===== src/rtl/scroll_step_timer.sv =====
// Step timer for the 7-segment message scroller.
// A prescaler sets the step period, and each step event moves a wrapping step index up or down.
module scroll_step_timer #(
    parameter int TICK_DIV = 4194303,
    parameter int STEP_W   = 4,
    parameter int STEP_MAX = 15
) (
    input  logic              clk,
    input  logic              reset,
    input  logic              enable,
    input  logic              dir,
    input  logic              mode_oneshot,
    input  logic [1:0]        speed,
    input  logic              clear,
    output logic [STEP_W-1:0] step_count,
    output logic              tick,
    output logic              wrap,
    output logic              done
);

    localparam int PRE_W = $clog2(TICK_DIV + 1);
    localparam logic [PRE_W-1:0]  DIV = PRE_W'(TICK_DIV);
    localparam logic [STEP_W-1:0] MAX = STEP_W'(STEP_MAX);

    logic [PRE_W-1:0]  prescaler, prescaler_nxt, period_m1;
    logic [STEP_W-1:0] step_nxt;
    logic              tick_nxt, wrap_nxt, done_nxt;

    assign period_m1 = (DIV >> speed) - PRE_W'(1);

    // The >= compare means a shorter period set mid-count fires on the next edge instead of overrunning.
    always_comb begin
        prescaler_nxt = prescaler;
        step_nxt      = step_count;
        tick_nxt      = 1'b0;
        wrap_nxt      = 1'b0;
        done_nxt      = done;
        if (enable && !done) begin
            if (prescaler >= period_m1) begin
                prescaler_nxt = '0;
                tick_nxt      = 1'b1;
                if (!dir) begin
                    if (step_count < MAX) begin
                        step_nxt = step_count + STEP_W'(1);
                    end else if (!mode_oneshot) begin
                        step_nxt = '0;
                        wrap_nxt = 1'b1;
                    end
                    if (mode_oneshot && step_nxt == MAX) begin
                        done_nxt = 1'b1;
                    end
                end else begin
                    if (step_count != '0) begin
                        step_nxt = step_count - STEP_W'(1);
                    end else if (!mode_oneshot) begin
                        step_nxt = MAX;
                        wrap_nxt = 1'b1;
                    end
                    if (mode_oneshot && step_nxt == '0) begin
                        done_nxt = 1'b1;
                    end
                end
            end else begin
                prescaler_nxt = prescaler + PRE_W'(1);
            end
        end
        if (clear) begin
            prescaler_nxt = '0;
            step_nxt      = '0;
            tick_nxt      = 1'b0;
            wrap_nxt      = 1'b0;
            done_nxt      = 1'b0;
        end
    end

    always_ff @(posedge clk or negedge reset) begin
        if (!reset) begin
            prescaler  <= '0;
            step_count <= '0;
            tick       <= 1'b0;
            wrap       <= 1'b0;
            done       <= 1'b0;
        end else begin
            prescaler  <= prescaler_nxt;
            step_count <= step_nxt;
            tick       <= tick_nxt;
            wrap       <= wrap_nxt;
            done       <= done_nxt;
        end
    end

endmodule


===== config.mk =====
export PLATFORM = sky130hd
export DESIGN_NAME = scroll_step_timer
export DESIGN_NICKNAME = d
export VERILOG_FILES = /design/src/rtl/scroll_step_timer.sv
export SDC_FILE = /design/constraint.sdc
export NUM_CORES = 1
export LEC_CHECK = 0
export CAP_MARGIN = 40
export CORE_AREA = 3 3 60 62
export DETAILED_ROUTE_END_ITERATION = 10
export DIE_AREA = 0 0 63 65
export GPL_TIMING_DRIVEN = 0
export PLACE_DENSITY_LB_ADDON = 0.3
export SLEW_MARGIN = 20
export SYNTH_ARGS = -nofsm -noshare
export SYNTH_HDL_FRONTEND = slang
export SYNTH_SLANG_ARGS = --single-unit

===== constraint.sdc =====
create_clock -name clk -period 4.78 [get_ports clk]
set_input_delay 0.956 -clock clk [delete_from_list [all_inputs] [get_ports clk]]
set_output_delay 0.956 -clock clk [all_outputs]
set_load 0.1 [all_outputs]

==> results.json <==
{
  "status": "completed",
  "synth_seq_cells": 29,
  "p_per_area_nw_per_um2": 198,
  "drc": 0,
  "antenna_cells": 0,
  "p_leak_nw": 0.964,
  "cts.clk_slew.worst_paths_ns": 0.09,
  "start_kind": "primary input",
  "yosysSeqAreaShare": 0.375,
  "synth_largest_area_cell": "dfrtp_1",
  "ir_drop_uv": 162,
  "r2r_end": "wrap$_DFF_PN0_",
  "drive_gt1_frac": 0.0988,
  "critPathArrivalTime_ns": 3.51,
  "area_growth_pct": 17.6,
  "setup_viol_count_final": 0,
  "cts_tree": "done",
  "ioPinCount": 15,
  "wire_per_inst_microns": 15.1,
  "slowest_delay_ns": 0.44,
  "synth_top_family_by_area": "simple AND/OR/NAND/NOR gates",
  "min_path_type": "reg -> reg",
  "synth_top_area_frac": 0.375,
  "gr-usage-all-layers": 0.234,
  "timing.critical_path.buf_inv": 1,
  "h-tree-depth": 2,
  "slew_headroom": 0.523,
  "grt_overflow": 0,
  "r2r_cells": 6,
  "routed_wl_mm": 4.34,
  "cts-root-buf": "clkbuf_4",
  "maxSlewViolCount": 0,
  "vias_per_cell": 6.18,
  "cts_buffer_depth": 2,
  "endpoint_kind": "flop",
  "cts_hold_buf": 0,
  "rows": 20,
  "grt_pass1_wl_mm": 7.58,
  "drtIter0Drc": 154,
  "final.fill_count": 233,
  "skew_ns": 0.00889,
  "netlist_top_cells_count": "dfrtp_1, nand2_1, nor2_1, a21oi_1, inv_1",
  "crit_chain": "clkdlybuf4s50_1, or2_2, ha_1, o2111ai_1, nor3_1, a21o_1, nand2_1, a2111oi_0",
  "hold_path_end": "prescaler[17]$_DFFE_PN0P_",
  "critical_path_class": "in -> reg",
  "synth.most_common_cell": "dfrtp_1",
  "clk_latency_ns": 0.33,
  "die_x_microns": 63,
  "synthXorXnorAreaFrac": 0.0589,
  "fin_nets": 258,
  "synth_warnings": 0,
  "antenna_found_initial": 0,
  "coreArea_sq_um": 3080,
  "die_h_microns": 65,
  "crit_family": "simple AND/OR/NAND/NOR gates",
  "hold_viol": 0,
  "final_core_util": 0.739,
  "critPathRequiredTime_ns": 4.94,
  "holdPathStages": 1,
  "first_global_vias": 1643,
  "synth-compound-area-share": 0.219,
  "synth_fa_ha_area_frac": 0.0453,
  "maxCapViolations": 0,
  "slowest_stage": "nor3_1",
  "fin_crit_sh": 0.701,
  "cts.sinks": 29,
  "multi_input_area_sq_um": 1130,
  "synthSimpleGateAreaFrac": 0.254,
  "min_from": "prescaler[17]$_DFFE_PN0P_",
  "synthArstFlopShare": 1.00,
  "synthesis.instances": 216,
  "path_max_fanout": 8,
  "syn-mean-instance-area_sq_um": 8.95,
  "firstDrtPassIters": 5,
  "grt_max_degree": 30,
  "cts_setup_buffers": 0,
  "synth-edff-count": 0,
  "fin_tns_setup_ns": 0,
  "r2r_setup_slack_ns": 2.33,
  "layout_min_cycle_time_ns": 3.35,
  "fin_ws_ns": 1.43,
  "io_buffer_count": 13,
  "hpwlAfterDp_mm": 3.14,
  "dp_slack_ns": 1.10,
  "cts-resized-gates": 0,
  "initial_core_util": 0.628,
  "ys_types": 52,
  "ant_nets": 0,
  "netlist_area_sq_um": 1930,
  "num_vias": 1773,
  "die_area_sq_um": 4100,
  "ys_top_cells_by_area": "dfrtp_1, ha_1, nand2_1",
  "cts_buffers": 5,
  "tightest_slew_ns": 0.714,
  "rsz0062_at_grt": "no",
  "max_clock_freq_mhz": 298,
  "place.gp.congestion": 0.882,
  "r2r-start": "prescaler[19]$_DFFE_PN0P_",
  "synth_nets": 231,
  "synthFlopType": "dfrtp_1",
  "seq_area_sq_um": 726,
  "synth.area.mux_share": 0.0104
}
## state kept, by name, indices dropped and copies added, names as in the netlist
name	flops
done	1
prescaler	22
step_count	4
tick	1
wrap	1
## metal layers
metal	vias to the layer above	routed length (microns)	global-route usage
li1	860	-	-
met1	846	1970	0.310
met2	61	2040	0.373
met3	6	276	0.0641
met4	0	51	0.0689
met5	-	0	0
## cell type report
| cell class | count | share of cell area |
|---|---|---|
| flip-flops and latches | 29 | 0.319 |
| inverters | 10 | 0.0165 |
| plain buffers | 9 | 0.0154 |
| well taps | 44 | 0.0242 |
| clock buffers | 7 | 0.0242 |
| repair buffers | 20 | 0.101 |
| multi-input cells | 168 | 0.499 |
## worst max-delay path by stage
stage,start,endpoint,slack [ns],cells after the start
2_1_floorplan,speed[0],prescaler[19]$_DFFE_PN0P_,2.00,6
3_3_place_gp,speed[1],wrap$_DFF_PN0_,1.17,8
3_5_place_dp,speed[1],wrap$_DFF_PN0_,1.10,8
4_1_cts,speed[0],wrap$_DFF_PN0_,1.43,8
5_1_grt,speed[1],wrap$_DFF_PN0_,1.23,8
6_report,speed[1],wrap$_DFF_PN0_,1.43,8
## layout by cell type, fill, tap and decap left out, drive strengths merged, types with 3 or more instances in the layout
master,Yosys,final
nor2b,4,4
inv,9,9
o211ai,3,3
a21oi,14,14
clkbuf,8,15
xor2,7,7
ha,7,7
nor3,4,4
nor4,3,3
nand4,7,7
a21o,4,4
or4,4,4
a31oi,8,8
nand2b,3,3
xnor2,6,6
nand2,21,21
clkdlybuf4s50,0,12
and2,3,3
o2111ai,3,3
nor2,19,19
nand3,8,8
a2111oi,5,5
o21ai,5,5
dfrtp,29,29
buf,1,9
## worst register-to-register path, stage by stage (launching register included)
cell and delay [ns]:
dfrtp_1 0.46, ha_1 0.31, o2111ai_1 0.11, nor3_1 0.44, a21o_1 0.34, nand2_1 0.18, a2111oi_0 0.44
## metrics by stage
stage               hold WS, ns  cell area [sq um]  instances  total power, W
finish                    0.509               2270        287        0.000451
global route              0.534               2270        287        0.000474
CTS                       0.509               2270        287        0.000455
detailed placement        0.497               2220        280        0.000303
global placement          0.513               2120        273        0.000302
floorplan                 0.472               1930        216        0.000284
## logic make-up after synthesis
| logic type | Yosys count |
|---|---|
| compound gates | 58 |
| flops | 29 |
| mux | 2 |
| xor+xnor | 13 |
| simple gates | 88 |
| buf+inv | 19 |
| fa+ha+maj | 7 |
## where the power goes
group          switching, W  internal, W
registers        0.00000617     0.000249
clock network     0.0000823    0.0000693
logic             0.0000274    0.0000161
Note: power is estimated with default switching activity, not from simulation.
